## src/rtl/edge_detect_multi_if.sv

```systemverilog
// Bus bundle for the multi-channel edge detector: raw inputs and controls in,
// filtered levels, edge pulses and sticky flags out.
interface edge_detect_multi_if #(
    parameter int CHANNELS = 4
);
    logic [CHANNELS-1:0]   in;
    logic [2*CHANNELS-1:0] mode;
    logic [CHANNELS-1:0]   clr;
    logic [CHANNELS-1:0]   level;
    logic [CHANNELS-1:0]   rise;
    logic [CHANNELS-1:0]   fall;
    // 'event' is a reserved word, so the qualified edge pulse is named evt.
    logic [CHANNELS-1:0]   evt;
    logic [CHANNELS-1:0]   pending;
    logic [CHANNELS-1:0]   overrun;
    logic                  irq;

    modport master (
        output in, mode, clr,
        input  level, rise, fall, evt, pending, overrun, irq
    );

    modport slave (
        input  in, mode, clr,
        output level, rise, fall, evt, pending, overrun, irq
    );
endinterface

```

## src/rtl/edge_detect_multi.sv

```systemverilog
// Multi-channel edge detector: synchroniser, debounce filter, mode-qualified
// edge events with sticky pending/overrun flags and an aggregated interrupt.
module edge_detect_multi #(
    parameter int CHANNELS        = 4,
    parameter int SYNC_STAGES     = 2,
    parameter int DEBOUNCE_CYCLES = 1
) (
    input  logic              clk,
    input  logic              rst_n,
    edge_detect_multi_if.slave bus
);

    localparam int              CW       = $clog2(DEBOUNCE_CYCLES + 1);
    localparam logic [CW-1:0]   CNT_LAST = CW'(DEBOUNCE_CYCLES - 1);

    logic [CHANNELS-1:0] sync_q [SYNC_STAGES];
    logic [CW-1:0]       cnt_q  [CHANNELS];
    logic [CW-1:0]       cnt_d  [CHANNELS];

    logic [CHANNELS-1:0] s;
    logic [CHANNELS-1:0] level_q, rise_q, fall_q, evt_q, pending_q, overrun_q;
    logic [CHANNELS-1:0] toggle, rise_d, fall_d, evt_d, pending_d, overrun_d;

    assign s = sync_q[SYNC_STAGES-1];

    // NOTE: every signal gets a default at the top of the block so no path
    // leaves it unassigned and no latch is inferred.
    always_comb begin
        toggle    = '0;
        evt_d     = '0;
        for (int i = 0; i < CHANNELS; i++) begin
            cnt_d[i] = '0;
            if (s[i] != level_q[i]) begin
                if (cnt_q[i] == CNT_LAST) toggle[i] = 1'b1;
                else                      cnt_d[i]  = cnt_q[i] + CW'(1);
            end
            evt_d[i] = (toggle[i] & ~level_q[i] & bus.mode[2*i])
                     | (toggle[i] &  level_q[i] & bus.mode[2*i+1]);
        end
        rise_d    = toggle & ~level_q;
        fall_d    = toggle &  level_q;
        // Flags follow the registered event, so a set always beats a clear.
        pending_d = evt_q | (pending_q & ~bus.clr);
        overrun_d = (evt_q & pending_q) | (overrun_q & ~bus.clr);
    end

    // NOTE: sequential state uses non-blocking assignments so every flop
    // samples pre-edge values regardless of statement order.
    always_ff @(posedge clk) begin
        if (!rst_n) begin
            // NOTE: synchronous reset; the synchroniser chain and debounce
            // counters are cleared too so partial counts never survive reset.
            for (int k = 0; k < SYNC_STAGES; k++) sync_q[k] <= '0;
            for (int i = 0; i < CHANNELS; i++)    cnt_q[i]  <= '0;
            level_q   <= '0;
            rise_q    <= '0;
            fall_q    <= '0;
            evt_q     <= '0;
            pending_q <= '0;
            overrun_q <= '0;
        end else begin
            sync_q[0] <= bus.in;
            for (int k = 1; k < SYNC_STAGES; k++) sync_q[k] <= sync_q[k-1];
            for (int i = 0; i < CHANNELS; i++)    cnt_q[i]  <= cnt_d[i];
            level_q   <= level_q ^ toggle;
            rise_q    <= rise_d;
            fall_q    <= fall_d;
            evt_q     <= evt_d;
            pending_q <= pending_d;
            overrun_q <= overrun_d;
        end
    end

    assign bus.level   = level_q;
    assign bus.rise    = rise_q;
    assign bus.fall    = fall_q;
    assign bus.evt     = evt_q;
    assign bus.pending = pending_q;
    assign bus.overrun = overrun_q;
    assign bus.irq     = |pending_q;

endmodule

```

## src/flat_wrapper.sv

```systemverilog
// flat-port wrapper written by rule: the top's interface ports become plain ports
module edge_detect_multi_flat 
#(
    parameter int CHANNELS        = 4,
    parameter int SYNC_STAGES     = 2,
    parameter int DEBOUNCE_CYCLES = 1
)
  (clk, rst_n, bus_in, bus_mode, bus_clr, bus_level, bus_rise, bus_fall, bus_evt, bus_pending, bus_overrun, bus_irq);
  edge_detect_multi_if #(.CHANNELS(CHANNELS)) bus_i ();
  input  logic clk;
  input  logic rst_n;
  input wire logic [$bits(bus_i.in)-1:0] bus_in;
  input wire logic [$bits(bus_i.mode)-1:0] bus_mode;
  input wire logic [$bits(bus_i.clr)-1:0] bus_clr;
  output wire logic [$bits(bus_i.level)-1:0] bus_level;
  output wire logic [$bits(bus_i.rise)-1:0] bus_rise;
  output wire logic [$bits(bus_i.fall)-1:0] bus_fall;
  output wire logic [$bits(bus_i.evt)-1:0] bus_evt;
  output wire logic [$bits(bus_i.pending)-1:0] bus_pending;
  output wire logic [$bits(bus_i.overrun)-1:0] bus_overrun;
  output wire logic [$bits(bus_i.irq)-1:0] bus_irq;
  assign bus_i.in = bus_in;
  assign bus_i.mode = bus_mode;
  assign bus_i.clr = bus_clr;
  assign bus_level = bus_i.level;
  assign bus_rise = bus_i.rise;
  assign bus_fall = bus_i.fall;
  assign bus_evt = bus_i.evt;
  assign bus_pending = bus_i.pending;
  assign bus_overrun = bus_i.overrun;
  assign bus_irq = bus_i.irq;
  edge_detect_multi #(.CHANNELS(CHANNELS), .SYNC_STAGES(SYNC_STAGES), .DEBOUNCE_CYCLES(DEBOUNCE_CYCLES)) u_core (.clk(clk), .rst_n(rst_n), .bus(bus_i));
endmodule
```

## config.mk

```make
export PLATFORM = sky130hd
export DESIGN_NAME = edge_detect_multi_flat
export DESIGN_NICKNAME = d
export VERILOG_FILES = /design/src/rtl/edge_detect_multi_if.sv /design/src/rtl/edge_detect_multi.sv /design/src/flat_wrapper.sv
export SDC_FILE = /design/constraint.sdc
export NUM_CORES = 1
export LEC_CHECK = 0
export ABC_CLOCK_PERIOD_IN_PS = 2740
export CAP_MARGIN = 20
export CORE_MARGIN = 10
export CORE_UTILIZATION = 55
export DETAILED_ROUTE_END_ITERATION = 16
export DONT_BUFFER_PORTS = 1
export GPL_TIMING_DRIVEN = 1
export HOLD_SLACK_MARGIN = 0.06
export PLACE_DENSITY = 0.7
export SYNTH_ARGS = -nofsm -noshare
export SYNTH_HDL_FRONTEND = slang
export SYNTH_SLANG_ARGS = --single-unit
```

## constraint.sdc

```tcl
create_clock -name clk -period 2.74 [get_ports clk]
set_input_delay 0.548 -clock clk [delete_from_list [all_inputs] [get_ports clk]]
set_output_delay 0.548 -clock clk [all_outputs]
set_load 0.1 [all_outputs]
```

==> results of run 1 <==
## power breakdown
part | internal (mW) | total (mW) | switching (mW) | leakage [nW]
registers | 0.477 | 0.512 | 0.0354 | 0.261
logic | 0.0175 | 0.0537 | 0.0362 | 0.220
clock network | 0.127 | 0.267 | 0.140 | 0.0326
## cell families after synthesis
kind of cell,count (synthesis),synth area share
buf+inv,3,0.0232
flops,32,0.626
simple gates,47,0.292
compound gates,8,0.0587
## registers in the layout (all words and copies together), names as in the netlist
name	flops
u_core.bus.fall	4
u_core.sync_q	8
u_core.bus.evt	4
u_core.bus.pending	4
u_core.bus.rise	4
u_core.bus.level	4
u_core.bus.overrun	4
## metrics by stage
stage	utilization	cells	worst slack (ps)	hold slack (ps)
finish	0.685	134	818	346
global route	0.685	134	738	320
CTS	0.685	134	807	341
detailed placement	0.651	126	1160	420
global placement	0.651	126	1160	415
floorplan	-	90	405	412
## cells in the mapped netlist
master,n
nor2b_1,7
buf_4,1
nand4b_1,8
dfxtp_1,32
a21boi_0,4
and2_1,11
nor2b_4,1
nand2b_1,4
nor2_1,2
and3b_1,2
or4_1,1
clkbuf_2,1
nand2_1,10
and2_2,1
buf_6,1
o21a_1,4
## worst max path at each step
stage	slack, ps	end	cells past startpoint	start
after floorplan	400	bus_irq	1	u_core.bus.pending[1]
after global placement	1160	bus_irq	2	u_core.bus.pending[1]
after detailed placement	1160	bus_irq	2	u_core.bus.pending[1]
after CTS	810	bus_irq	2	u_core.bus.pending[1]
after global routing	740	bus_irq	2	u_core.bus.pending[1]
final	820	bus_irq	2	u_core.bus.pending[1]
## worst max-delay path, cell delays in order (launching register included)
cell     delay [ps]
dfxtp_1         310
or4_1           500
buf_4           250
## layout make-up
cell class	instances	area [sq um]	area share
sequential	32	641	0.536
multi-input combinational	55	359	0.301
timing repair buffer	14	105	0.0880
clock buffer	8	58.8	0.0492
tap	25	31.3	0.0262
## metal layers
| metal | GRT usage | vias up | share of wire |
|---|---|---|---|
| met2 | 0.155 | 28 | 0.48 |
| met1 | 0.0925 | 295 | 0.36 |
| met5 | 0 | - | 0 |
| li1 | - | 333 | - |
| met4 | 0.0419 | 0 | 0.016 |
| met3 | 0.0883 | 6 | 0.14 |
==> flow_metrics.tcl, run 1 <==
set metrics [dict create \
    hold_path_class "primary input to register" \
    reg2reg_slack_ps 1240 \
    worst_ep_arrival_time_ps 1370 \
    stdcell_area_sq_um 1190 \
    place_hpwl_um 1460 \
    status "finished, final reports clean" \
    drc 0 \
    rows 15 \
    h-tree-depth 2 \
    synthTopCellsByArea "dfxtp_1, nand4b_1, and2_1, nor2b_1, nand2_1" \
    rsz0062_at_grt "no" \
    ys_seq_area_frac 0.626 \
    cts_resized 0 \
    rr_startpoint "u_core.bus.level[3]" \
    cp_max_fo 2 \
    final_cell_mix "dfxtp_1, buf_4, and2_1, nand2_1, nand4b_1" \
    reg2reg_to "u_core.bus.evt[3]" \
    min_to "u_core.sync_q[0][1]" \
    ys_seq_elements 32 \
    pin_count 43 \
    synth_area_per_cell_sq_um 11.4 \
    die_area_sq_um 3990 \
    fillers 156 \
    netlist_instances 90 \
    cts_sinks 32 \
    fmax_mhz 520 \
    via_per_inst 4.94 \
    min_period_ps 1920 \
    p_per_area_nw_per_um2 697 \
    placed_cell_area_sq_um 1140 \
    ys_types 16 \
    reg2reg_depth 3 \
    cap_violations 0 \
    grt_pass1_wl_um 3120 \
    grt-ovfl-total 0 \
    die_w_um 63.1 \
    hold_path_startpoint "rst_n" \
    cts_buffers 5 \
    hold_path_depth 1 \
    netlist_area_sq_um 1020 \
    synth_top_area_share 0.626 \
    synthesis.nets 108 \
    cts_buffer_depth 2 \
    num_vias 662 \
    ant_nets 0 \
    power.total_mw 0.833 \
    core_sq_um 1750 \
    final_hold_viol_count 0 \
    p_leak_nw 0.514 \
    yosys.area.top_type "dfxtp_1" \
    setup_viol 0 \
    firstDrtPassIters 4 \
    worst_pin_slew_ps 1010 \
    final_common_cell "dfxtp_1" \
    start_util 0.586 \
    cts-root-buf "clkbuf_4" \
    skew_ps 5.02 \
    postCtsHoldBufs 0 \
    tns_ps 0 \
    path_clk_slew_ps 90 \
    drive_gt1_frac 0.202 \
    grt_usage 0.100 \
    die_h_um 63.1 \
    n_antenna_cell 0 \
    synth_warnings 0 \
    grt_antenna_before_repair 0 \
    syn2layout_area_growth_pct 16.7 \
    end_kind "output port" \
    cp-start-kind "register" \
    slew_violations 0 \
    cts_setup_buffers 0 \
    drtIter0Drc 18 \
    insertion_delay_ps 320 \
    cts_tree "yes" \
    numPortBuffers 0 \
    vdd_ir_drop_max_mv 0.348 \
    wl_per_cell_um 14.2 \
    fin_nets 126 \
    first_global_vias 649 \
    required_ps 2190 \
    wl_um 1900 \
    period_share 0.701 \
    critPathKind "register to output port" \
    gp_congestion 0.740 \
    grt_max_degree 33 \
    relSlewSlack 0.326 \
]
No activity file was read; power rests on OpenSTA's default activity.
==> run 2: changes to the inputs <==
ABC_CLOCK_PERIOD_IN_PS = 1900   (was 2740)
clock period = 1.9 ns   (was 2.74 ns; I/O delays follow)
==> flow_metrics.tcl, run 2 (synthesis results as in run 1) <==
set metrics [dict create \
    status "finished, final reports clean" \
    cts_resized 0 \
    drc 0 \
    firstDrtPassIters 2 \
    dp_slack_ps 512 \
    num_vias 670 \
    grt_usage 0.102 \
    numPortBuffers 0 \
    critPathKind "register to output port" \
    hold_path_class "primary input to register" \
    largest_reg_flops 8 \
    setup_viol 0 \
    hold_path_startpoint "rst_n" \
    relSlewSlack 0.783 \
    h-tree-depth 2 \
    worst_ep_arrival_time_ps 1340 \
    first_global_vias 658 \
    tns_ps 0 \
    p_switching_mw 0.284 \
    critical_path_buf_inv_count 0 \
    slowest_delay_ps 710 \
    fillers 134 \
    postCtsHoldBufs 0 \
    drtIter0Drc 26 \
    fmax_mhz 582 \
    wl_per_cell_um 13.5 \
    start_util 0.586 \
    cts-root-buf "clkbuf_4" \
    rsz0062_at_grt "no" \
    pin_count 43 \
    place_hpwl_um 1470 \
    cp_max_fo 2 \
    final_cell_mix "dfxtp_1, buf_4, and2_1, nand2_1, nand4b_1" \
    grt_max_degree 33 \
    slew_violations 0 \
    required_ps 1520 \
    min_period_ps 1720 \
    period_share 0.904 \
    cts_buffer_depth 2 \
    final_common_cell "dfxtp_1" \
    grt_antenna_before_repair 0 \
    via_per_inst 4.75 \
    insertion_delay_ps 300 \
    die_w_um 63.1 \
    path_clk_slew_ps 80 \
    ant_nets 0 \
    core_sq_um 1750 \
    cap_violations 0 \
    largest_register "u_core.sync_q" \
    internal_power_mw 0.840 \
    cts_sinks 32 \
    worst_pin_slew_ps 325 \
    clkPwrFrac 0.270 \
    swShare 0.253 \
    cts_buffers 5 \
    wl_um 1900 \
    fin_nets 136 \
    setup_ws_ps 182 \
    rr_startpoint "u_core.bus.pending[1]" \
    cts_tree "yes" \
    gp_congestion 0.599 \
    path_delay_family "simple AND/OR/NAND/NOR gates" \
    cts_setup_buffers 0 \
    drive_gt1_frac 0.276 \
    vdd_ir_drop_max_mv 0.585 \
    n_antenna_cell 0 \
    startpoint "u_core.bus.pending[1]" \
    crit_chain "or4_4" \
    syn2layout_area_growth_pct 22.4 \
    die_h_um 63.1 \
    power_frac_comb 0.112 \
    end_kind "output port" \
    skew_ps 1.55 \
    cp-start-kind "register" \
    p_per_area_nw_per_um2 897 \
    grt_pass1_wl_um 3110 \
    seqPwrFrac 0.618 \
    final_hold_viol_count 0 \
    slowest_stage "or4_4" \
    p_leak_nw 0.557 \
    rows 15 \
    die_area_sq_um 3990 \
    grt-ovfl-total 0 \
]
## run 2: cell types whose count changed in the layout (fill, tap and decap cells not counted), sizes merged
cell,delta
clkbuf,-3
buf,+10
## run 2: worst paths after layout
check | cells after the start | end | slack, ps
max | 1 | bus_irq | 180
min | 2 | u_core.bus.fall[1] | 190
max reg2reg | 3 | u_core.bus.pending[1] | 910
min reg2reg | 1 | u_core.sync_q[0][6] | 440
## run 2: metal layers
layer / share of wire / routed length [um] / vias up / global-route usage
met5: 0 / 0 / - / 0
met4: 0.011 / 21 / 0 / 0.0587
met3: 0.14 / 260 / 2 / 0.0742
met2: 0.47 / 893 / 30 / 0.155
met1: 0.38 / 723 / 286 / 0.0990
li1: - / - / 352 / -
## run 2: cell type report
class | count | area, sq um | area share
Multi-Input combinational cell | 55 | 363 | 0.290
Sequential cell | 32 | 641 | 0.511
Clock buffer | 5 | 37.5 | 0.0300
Tap cell | 25 | 31.3 | 0.0250
Timing Repair Buffer | 24 | 180 | 0.144
## run 2: power groups by stage
stage          clock (mW)  sequential (mW)  combinational (mW)
6_report            0.304            0.694               0.126
2_1_floorplan           0            0.784              0.0417
5_1_grt             0.358            0.697               0.130
3_3_place_gp            0            0.709               0.126
4_1_cts             0.321            0.695               0.127
3_5_place_dp            0            0.710               0.127
## run 2: metrics by stage
step / cell area (sq um) / cells / hold slack [ps] / power, mW / util
2_1_floorplan: 1030 / 90 / 412 / 0.826 / -
3_3_place_gp: 1210 / 136 / 414 / 0.836 / 0.696
3_5_place_dp: 1210 / 136 / 418 / 0.837 / 0.696
4_1_cts: 1250 / 141 / 174 / 1.14 / 0.718
5_1_grt: 1250 / 141 / 160 / 1.19 / 0.718
6_report: 1250 / 141 / 192 / 1.12 / 0.718
==> run 3: changes to the inputs <==
CAP_MARGIN = 0   (was 20)
CTS_BUF_LIST = sky130_fd_sc_hd__clkbuf_4 sky130_fd_sc_hd__clkbuf_8   (was default)
==> results of run 3 <==
No change in the layout: final DEF, timing and power equal those of run 2.
